--- config.mk ---
export PLATFORM = sky130hd
export DESIGN_NAME = seq_adder
export DESIGN_NICKNAME = d
export VERILOG_FILES = /design/src/rtl/seq_adder_pkg.sv /design/src/rtl/seq_adder_digit_add.sv /design/src/rtl/seq_adder.sv
export SDC_FILE = /design/constraint.sdc
export NUM_CORES = 1
export LEC_CHECK = 0
export ABC_AREA = 1
export BUFFER_PORTS_ARGS = -buffer_cell sky130_fd_sc_hd__buf_2
export CORE_MARGIN = 4
export CORE_UTILIZATION = 44
export CTS_CLUSTER_SIZE = 40
export DETAILED_ROUTE_END_ITERATION = 10
export PLACE_DENSITY = 0.75
export SKIP_LAST_GASP = 1
export SLEW_MARGIN = 20
export SYNTH_ARGS = -nofsm -noshare
export SYNTH_HDL_FRONTEND = slang
export SYNTH_HIERARCHICAL = 1
export SYNTH_SLANG_ARGS = --single-unit
--- constraint.sdc ---
create_clock -name clk -period 2.2 [get_ports clk]
set_input_delay 0.22 -clock clk [delete_from_list [all_inputs] [get_ports clk]]
set_output_delay 0.22 -clock clk [all_outputs]
set_load 0.005 [all_outputs]
--- src/rtl/seq_adder_pkg.sv ---
// seq_adder_pkg: shared state type and sizing helpers for the digit-serial adder
package seq_adder_pkg;

    typedef enum logic [1:0] {IDLE, RUN, DONE} state_t;

    // Number of digit steps per operation
    function automatic int ndig(input int width, input int digit);
        return width / digit;
    endfunction

    // Digit counter width, never narrower than one bit
    function automatic int cnt_w(input int width, input int digit);
        return (width / digit > 1) ? $clog2(width / digit) : 1;
    endfunction

    // Legal geometry: DIGIT in 1..WIDTH and WIDTH an exact multiple of DIGIT
    function automatic bit width_ok(input int width, input int digit);
        return digit >= 1 && digit <= width && width % digit == 0;
    endfunction

endpackage

--- src/rtl/seq_adder_digit_add.sv ---
// digit_add: combinational DIGIT-bit adder slice with carry in and out
module digit_add #(
    parameter int DIGIT = 2
) (
    input  logic [DIGIT-1:0] x,
    input  logic [DIGIT-1:0] y,
    input  logic             ci,
    output logic [DIGIT-1:0] s,
    output logic             co
);

    assign {co, s} = (DIGIT+1)'(x) + (DIGIT+1)'(y) + (DIGIT+1)'(ci);

endmodule

--- src/rtl/seq_adder.sv ---
// seq_adder: digit-serial a + b + cin with valid/ready on both sides; SEQ_ADDER_SUB_EN adds a subtract mode
module seq_adder
    import seq_adder_pkg::*;
#(
    parameter int WIDTH = 8,
    parameter int DIGIT = 2
) (
    input  logic             clk,
    input  logic             rst_n,
    input  logic             in_valid,
    output logic             in_ready,
    input  logic [WIDTH-1:0] a,
    input  logic [WIDTH-1:0] b,
    input  logic             cin,
`ifdef SEQ_ADDER_SUB_EN
    input  logic             sub,
`endif
    output logic             out_valid,
    input  logic             out_ready,
    output logic [WIDTH-1:0] sum,
    output logic             carry
);

    localparam int NDIG = ndig(WIDTH, DIGIT);
    localparam int CW   = cnt_w(WIDTH, DIGIT);

    if (!width_ok(WIDTH, DIGIT)) begin : g_bad_geometry
        $error("seq_adder: WIDTH must be a positive multiple of DIGIT");
    end

    state_t           state;
    logic [WIDTH-1:0] ra;
    logic [WIDTH-1:0] rb;
    logic [CW-1:0]    cnt;
    logic [WIDTH-1:0] b_in;
    logic             c_in;
    logic [DIGIT-1:0] ds;
    logic             dco;

    // Subtraction is folded into the latched operands: a + ~b + 1
`ifdef SEQ_ADDER_SUB_EN
    assign b_in = sub ? ~b : b;
    assign c_in = sub | cin;
`else
    assign b_in = b;
    assign c_in = cin;
`endif

    // Operand registers shift right so the active digit always sits at bit 0;
    // carry doubles as the running carry and ends as the final carry-out
    digit_add #(.DIGIT(DIGIT)) u_digit (
        .x (ra[DIGIT-1:0]),
        .y (rb[DIGIT-1:0]),
        .ci(carry),
        .s (ds),
        .co(dco)
    );

    assign in_ready  = state == IDLE;
    assign out_valid = state == DONE;

    // Control FSM and datapath: accept, step NDIG digits, hold result until taken
    always_ff @(posedge clk) begin
        if (!rst_n) begin
            state <= IDLE;
            cnt   <= '0;
            sum   <= '0;
            carry <= 1'b0;
            ra    <= '0;
            rb    <= '0;
        end else begin
            case (state)
                IDLE: if (in_valid) begin
                    ra    <= a;
                    rb    <= b_in;
                    carry <= c_in;
                    cnt   <= '0;
                    sum   <= '0;
                    state <= RUN;
                end
                RUN: begin
                    ra    <= ra >> DIGIT;
                    rb    <= rb >> DIGIT;
                    sum   <= (sum >> DIGIT) | (WIDTH'(ds) << (WIDTH - DIGIT));
                    carry <= dco;
                    cnt   <= cnt + CW'(1);
                    if (cnt == CW'(NDIG - 1))
                        state <= DONE;
                end
                DONE: if (out_ready)
                    state <= IDLE;
                default: state <= IDLE;
            endcase
        end
    end

endmodule

==> summary.txt, run 1 <==
Run status
  • Outcome: finished clean

Layout
  • Area grow syn2layout: 12.7%
  • Share of layout cells above drive strength 1: 0.254
  • Final net count: ~270
  • Fillers: 349
  • Multi-input logic area: 699 sq um
  • Fin cells: 292
  • Storage cell area: 581 sq um
  • Fin area: approximately 1700 sq um
  • Antenna cells: 0

GRT
  • Grt total ovfl: 0
  • Vias in the first global route: 1106
  • Global-route usage over all layers: 0.136
  • Antenna violations before repair: 0
  • First-pass GRT wire length: 4.51 mm
  • Pin count of the biggest net entering global routing: 28

Timing
  • Slew @ Worst Pin: 658 ps
  • Final hold vios: 0
  • Final setup margin: just under 600 ps
  • RSZ-0062 raised after global routing: false
  • Post-route minimum period: 1610 ps
  • Worst slew margin: 0.559
  • Clk_skew: 4.31 ps
  • Setup Viol. Count Final: 0
  • Fin crit share: 0.731
  • Fin Setup TNS: 0 ps
  • Final Max Slew Viols: 0
  • Highest clock rate: slightly above 600 MHz

Synthesis
  • Mapped Nets: 242
  • Sequential element share of the synthesized area: 0.388
  • Cell Area, Synth: 1500 sq um
  • Synth Warn #: 6
  • Dominant cell type by area after synthesis: dfxtp_1
  • Seq cells post-synth: 29
  • Synth area leaders: dfxtp_1 39%, nand2_1 18%, nor2_1 11%
  • Netlist cell types: 20
  • Post-synth top area share: 0.388
  • Mean Syn Cell Area: 6.86 sq um
  • Cell count after synthesis: 218

Detailed routing
  • Pre-Repair DR Iteration Count: 2
  • DRC viols: 0
  • Wirelength, routed: approximately 2.7 mm
  • Post-DRT Antenna Nets: 0
  • Via-per-instance ratio: 4.27
  • Vias: 1248
  • Drt initial violations: 44
  • Avg WL per Cell: 9.12 um

Clock network
  • Max Buffers Root-to-Sink: 2
  • Clock tree sinks: 29
  • Hold-fix buffers, CTS: 0
  • TritonCTS clock tree: done
  • CTS Buf Count: 5
  • Post-CTS resize count: 0
  • Clock transition at path regs: about 90 ps
  • Post-CTS Setup Bufs: 0
  • Clock latency on the worst-skew pair: 320 ps
  • Clk root buf: clkbuf_4
  • H-tree depth: 2

Setup path
  • Beginning of the worst register-to-register path: rb[0]$_SDFFE_PN0P_
  • CP max-delay cell: fa_1
  • CP Class: register to register
  • Largest stage delay on the critical path: 490 ps
  • Crit path DAT: 1800 ps
  • Critical path cell sequence: inv_1, fa_1, fa_1, inv_1, nand2_2, a21oi_2
  • WP buf/inv: 2
  • Worst endpoint required time: 2390 ps
  • Crit path from: rb[0]$_SDFFE_PN0P_
  • CP Capture Type: register
  • Max FO, Critical Path: 2
  • Startpoint Class: register
  • Crit path max-delay family: adder cells

Die
  • FP Rows: 20
  • Die Ht: 66.3 um
  • Starting density of the core: 0.474
  • Number of I/O pins: 32
  • Total Die Area: 4400 sq um
  • Die Wd: around 66 um
  • Core Footprint: about 3200 sq um

Placement
  • GPL Wtd Cong: 0.693
  • Dpl hpwl: approximately 1.9 mm
  • Placed instance area: about 1600 sq um
  • DP Cell Count: 284
  • Dpl ws: around 600 ps
  • Port Buffers: 31

Worst hold path
  • Min-delay src: b[6]
  • Hold Path Class: input pin to register

Power and ir drop
  • Max rail drop VDD: 392 uV
  • Design Power: 1.14 mW
  • PwrDens: 676 nW/um^2
  • Pleak: 0.833 nW

Flow run
  • Max-cap violations: 0
==> synth_stat cells <==
cell / n
buf_4: 1
nor2_1: 43
nand2_2: 10
ha_1: 1
buf_6: 5
a21oi_1: 5
or2_1: 1
inv_1: 29
a21oi_2: 10
inv_2: 1
clkbuf_1: 1
fa_1: 2
o21ai_0: 1
nand3_1: 4
buf_2: 2
buf_12: 1
dfxtp_1: 29
nand2_1: 70
clkinv_2: 1
o21ai_4: 1
==> worst min-delay path: stages <==
cell and delay [ps]:
buf_2 90, nand3_1 70, a21oi_1 60
==> per-layer routing <==
| metal | track usage | wire [um] | vias to the layer above |
|---|---|---|---|
| met5 | 0 | 0 | - |
| li1 | - | - | 696 |
| met3 | 0.0442 | 135 | 4 |
| met1 | 0.153 | 1230 | 526 |
| met4 | 0.0838 | 53 | 0 |
| met2 | 0.221 | 1250 | 22 |
==> power by group <==
| part | internal [mW] | total, mW | switching [mW] |
|---|---|---|---|
| clock | 0.185 | 0.366 | 0.181 |
| sequential | 0.559 | 0.576 | 0.0167 |
| combinational | 0.0750 | 0.198 | 0.123 |
| total | 0.819 | 1.14 | 0.321 |
==> per-stage QoR <==
| stage | utilization | hold slack (ps) |
|---|---|---|
| floorplan | - | 346 |
| global placement | 0.512 | 450 |
| detailed placement | 0.512 | 458 |
| CTS | 0.535 | 147 |
| global route | 0.535 | 161 |
| finish | 0.535 | 159 |
==> flip-flops by register name, indices dropped and copies added, names as in the netlist <==
name / count
state: 2
carry: 1
ra: 8
cnt: 2
sum: 8
rb: 8
==> worst paths after layout <==
kind,endpoint,slack (ps),depth (start not counted)
setup / recovery,sum[7]$_SDFFE_PN0P_,590,6
hold reg to reg,rb[6]$_SDFFE_PN0P_,460,2
hold / removal,rb[6]$_SDFFE_PN0P_,160,3
setup reg to reg,sum[7]$_SDFFE_PN0P_,590,6
==> layout by cell type, fill, tap and decap left out, types with 2 or more instances in the layout <==
master,n
a21oi_1,5
nand3_1,4
a21oi_2,10
clkinv_2,2
inv_1,29
dfxtp_1,29
buf_2,31
clkbuf_4,5
nand2_2,10
fa_1,2
nand2_1,70
clkbuf_8,2
nor2_1,43
==> area by class of cell <==
| class | count | share of cell area |
|---|---|---|
| clock buffer | 7 | 0.0386 |
| timing repair buffer | 32 | 0.0965 |
| sequential | 29 | 0.344 |
| tap | 44 | 0.0327 |
| multi-input combinational | 148 | 0.415 |
| clock inverter | 1 | 0.00297 |
| inverter | 31 | 0.0698 |
==> cell families after synthesis <==
group	share of synthesized area
AO/OA/AOI/OAI	0.0895
buffers and inverters	0.144
AND/OR/NAND/NOR	0.343
adder cells (fa/ha/maj)	0.0351
flip-flops	0.388
Power figures use the tool's default switching activity.
==> inputs of run 2 (changes only) <==
clock period = 1.53 ns   (was 2.2 ns; I/O delays follow)
==> summary.txt, run 2 (synthesis results as in run 1) <==
Timing
  • Slew @ Worst Pin: 648 ps
  • Final setup margin: -36.9 ps
  • Worst slew margin: 0.568
  • Highest clock rate: between 600 and 700 MHz
  • Fin crit share: 1.02
  • Final Max Slew Viols: 0
  • Clk_skew: 4.32 ps
  • Setup Viol. Count Final: 1
  • Final hold vios: 0
  • RSZ-0062 raised after global routing: true
  • Post-route minimum period: 1570 ps
  • Fin Setup TNS: -36.9 ps

Layout
  • Final net count: 273
  • Most common cell after layout, fill and taps aside: nand2_1
  • Most frequent cells in the layout: 70 x nand2_1, 43 x nor2_1, 31 x buf_2
  • Share of layout cells above drive strength 1: 0.281
  • Area grow syn2layout: 14.1%
  • Fillers: 348
  • Antenna cells: 0
  • Top Registers: ra x8, rb x8, sum x8
  • Fin area: around 1700 sq um

Placement
  • Dpl hpwl: 1.94 mm
  • Port Buffers: 31
  • Placed instance area: 1640 sq um
  • GPL Wtd Cong: 0.690

Detailed routing
  • Wirelength, routed: between 2 and 3 mm
  • Post-DRT Antenna Nets: 0
  • Drt initial violations: 50
  • Vias: between 1000 and 1500
  • Pre-Repair DR Iteration Count: 2
  • Avg WL per Cell: 8.86 um
  • Via-per-instance ratio: 4.35
  • DRC viols: 0

GRT
  • Pin count of the biggest net entering global routing: 27
  • Grt total ovfl: 0
  • Global-route usage over all layers: 0.136
  • Antenna violations before repair: 0
  • First-pass GRT wire length: between 4 and 5 mm
  • Vias in the first global route: 1170

Die
  • Die Ht: 66.3 um
  • Total Die Area: 4400 sq um
  • Number of I/O pins: 32
  • Core Footprint: 3150 sq um
  • FP Rows: 20
  • Die Wd: 66.3 um
  • Starting density of the core: 0.474

Setup path
  • Worst endpoint required time: 1710 ps
  • CP Class: register to register
  • Startpoint Class: register
  • Max FO, Critical Path: 3
  • Beginning of the worst register-to-register path: carry$_SDFFE_PN0P_
  • Crit path from: carry$_SDFFE_PN0P_
  • Crit path DAT: around 1800 ps
  • CP Capture Type: register

Worst hold path
  • Min-delay src: out_ready
  • Hold Path Class: input pin to register

Run status
  • Failing checks: negative setup slack
  • Outcome: finished, violations left

Clock network
  • Clk root buf: clkbuf_4
  • Clock latency on the worst-skew pair: 310 ps
  • TritonCTS clock tree: done
  • Clock transition at path regs: 80 ps
  • CTS Buf Count: 5
  • Max Buffers Root-to-Sink: 2
  • H-tree depth: 2
  • Hold-fix buffers, CTS: 0
  • Clock tree sinks: 29

Flow run
  • Max-cap violations: 0

Power and ir drop
  • Max rail drop VDD: 520 uV
  • Pleak: around 0.84 nW
  • PwrDens: between 900 and 1000 nW/um^2
-- run 2: where the power goes --
part | total [mW] | internal, mW | switching [mW]
sequential | 0.829 | 0.805 | 0.0241
clock | 0.457 | 0.217 | 0.240
combinational | 0.301 | 0.121 | 0.181
-- run 2: timing repair --
action | 4_1_cts | 5_1_grt
setup endpoints to repair | 2 | 2
endpoints found under the hold margin | 0 | 0
pin swaps | 0 | 1
setup buffers | 0 | 1
gates resized for setup | 2 | 5
-- run 2: worst paths after layout --
check             slack (ps)  cells after the start               endpoint
hold reg to reg          460                      2     ra[6]$_SDFFE_PN0P_
hold / removal           100                      4  state[1]$_SDFFE_PN0P_
setup / recovery         -40                      6    sum[7]$_SDFFE_PN0P_
setup reg to reg         -40                      6    sum[7]$_SDFFE_PN0P_
-- run 2: cell type report --
| type | count | area [sq um] | area share |
|---|---|---|---|
| clock buffer | 7 | 55.1 | 0.0323 |
| inverter | 31 | 118 | 0.0689 |
| multi-input combinational | 148 | 704 | 0.413 |
| sequential | 29 | 584 | 0.342 |
| tap | 44 | 55.1 | 0.0323 |
| timing repair buffer | 34 | 190 | 0.111 |
-- run 2: routing by layer --
metal  GRT usage  part of all wire
met5           0                 0
met3      0.0425             0.052
met1       0.159              0.46
met2       0.218              0.48
met4      0.0761            0.0081
-- run 2: metrics by stage --
stage / hold slack, ps / util / worst slack [ps] / cells / power, mW
3_5_place_dp: 434 / 0.519 / -76.0 / 285 / 1.14
5_1_grt: 92.5 / 0.541 / -87.9 / 293 / 1.69
4_1_cts: 90.0 / 0.537 / -21.9 / 292 / 1.60
2_1_floorplan: 279 / - / 14.0 / 218 / 1.09
6_report: 104 / 0.541 / -36.9 / 293 / 1.59
3_3_place_gp: 427 / 0.519 / -38.6 / 285 / 1.14
-- run 2: worst max-delay path: stages, from the launching register on --
cell and delay, ps:
dfxtp_2 340, inv_2 40, fa_2 380, fa_2 540, inv_2 30, nand2_2 60, a21oi_2 50
==> inputs of run 3 (changes only) <==
PLACE_DENSITY = 0.72   (was 0.75)
==> summary.txt, run 3 (synthesis results as in run 1) <==
Setup path
  • Reg2reg path depth: 6
  • Crit path DAT: 1730 ps
  • Most used cell, CP: inv_1
  • Critical path cell sequence: inv_1, fa_2, fa_1, inv_1, nand2_2, a21oi_2
  • Worst endpoint required time: 1730 ps
  • CP max-delay cell: fa_1
  • CP Class: register to register
  • CP Capture Type: register
  • Startpoint Class: register
  • Largest stage delay on the critical path: around 480 ps
  • Max FO, Critical Path: 2

Clock network
  • Clock transition at path regs: 90 ps
  • Hold-fix buffers, CTS: 0
  • Clock tree sinks: 29
  • H-tree depth: 2
  • Clock latency on the worst-skew pair: around 330 ps
  • Post-CTS Setup Bufs: 0
  • Clk root buf: clkbuf_4
  • Max Buffers Root-to-Sink: 2
  • CTS Buf Count: 5
  • TritonCTS clock tree: done

Layout
  • Antenna cells: 0
  • Final net count: approximately 270
  • Area grow syn2layout: 14.1%
  • Top Registers: ra x8, rb x8, sum x8
  • Most frequent cells in the layout: 70 x nand2_1, 43 x nor2_1, 31 x buf_2
  • Most common cell after layout, fill and taps aside: nand2_1
  • Final design utilization: 0.541
  • Storage cell area: 583 sq um
  • Share of layout cells above drive strength 1: 0.272
  • Fillers: 342
  • Fin cells: between 200 and 300
  • Multi-input logic area: approximately 700 sq um

GRT
  • Global-route usage over all layers: 0.143
  • Grt total ovfl: 0
  • First-pass GRT wire length: 4.76 mm
  • Pin count of the biggest net entering global routing: 27
  • Vias in the first global route: 1182
  • Antenna violations before repair: 0

Timing
  • Final Max Slew Viols: 0
  • Worst slew margin: 0.559
  • Post-route minimum period: 1530 ps
  • RSZ-0062 raised after global routing: true
  • Clk_skew: 2.04 ps
  • Slew @ Worst Pin: 661 ps
  • Highest clock rate: approximately 660 MHz
  • Fin crit share: 0.997
  • Fin Setup TNS: 0 ps
  • Final hold vios: 0
  • Setup Viol. Count Final: 0

Power and ir drop
  • Max rail drop VDD: roughly 580 uV
  • PwrDens: 968 nW/um^2
  • Pleak: between 0.8 and 0.9 nW

Detailed routing
  • Drt initial violations: 45
  • Vias: 1299
  • Post-DRT Antenna Nets: 0
  • Wirelength, routed: 2.69 mm
  • DRC viols: 0
  • Pre-Repair DR Iteration Count: 4
  • Avg WL per Cell: between 9 and 10 um
  • Via-per-instance ratio: approximately 4.4

Die
  • Core Footprint: 3150 sq um
  • Die Wd: 66.3 um
  • Die Ht: approximately 66 um
  • FP Rows: 20
  • Total Die Area: 4400 sq um
  • Starting density of the core: 0.474
  • Number of I/O pins: 32

Flow run
  • Max-cap violations: 0

Placement
  • Dpl hpwl: between 1.5 and 2 mm
  • DP Cell Count: 286
  • GPL Wtd Cong: 0.727
  • Port Buffers: 31

Worst hold path
  • Hold Path Class: input pin to register
  • Worst hold path cell count: 4

Run status
  • Outcome: finished clean
[run 3: cell types whose count changed in the layout (fill, tap and decap cells not counted), sizes merged]
cell    change
clkinv      +1
[run 3: final timing paths]
check	startpoint	to	slack, ps
min reg2reg	sum[1]$_SDFFE_PN0P_	sum[1]$_SDFFE_PN0P_	470
min	out_ready	state[1]$_SDFFE_PN0P_	80
max	rb[0]$_SDFFE_PN0P_	sum[7]$_SDFFE_PN0P_	4
max reg2reg	rb[0]$_SDFFE_PN0P_	sum[7]$_SDFFE_PN0P_	4
[run 3: metrics by stage]
step	hold slack (ps)	total power, mW	cell area [sq um]	setup slack [ps]
final	83.4	1.65	1710	4.30
after floorplan	279	1.09	1500	14.0
after CTS	66.9	1.68	1700	-1.17
after global placement	427	1.13	1630	-37.8
after detailed placement	433	1.14	1630	-51.3
after global routing	74.1	1.77	1710	-36.3
[run 3: report_power, final]
| group | switching [mW] | internal, mW |
|---|---|---|
| clock network | 0.265 | 0.266 |
| logic | 0.178 | 0.113 |
| registers | 0.0245 | 0.805 |
[run 3: repair_timing]
action,4_1_cts,5_1_grt
gates cloned,0,0
gates resized for setup,2,1
hold endpoints to repair,0,0
endpoints found under the setup margin,2,2
[run 3: area by class of cell]
class | instances | share of cell area
clock inverters | 1 | 0.00293
multi-input cells | 148 | 0.412
repair buffers | 34 | 0.104
inverters | 31 | 0.0690
flip-flops and latches | 29 | 0.342
clock buffers | 7 | 0.0382
well taps | 44 | 0.0323
[run 3: layer usage]
layer	up-vias	wire [um]	part of all wire	global-route usage
met4	0	44	0.016	0.0685
met5	-	0	0	0
li1	699	-	-	-
met3	5	170	0.063	0.0629
met1	566	1220	0.45	0.154
met2	29	1250	0.47	0.237
[run 3: worst max-delay path: cells and delay by family (launching register included)]
family / cells / cell delay [ps]
fa+ha+maj: 2 / 860
flops: 1 / 330
buf+inv: 2 / 90
simple gates: 1 / 60
compound gates: 1 / 50
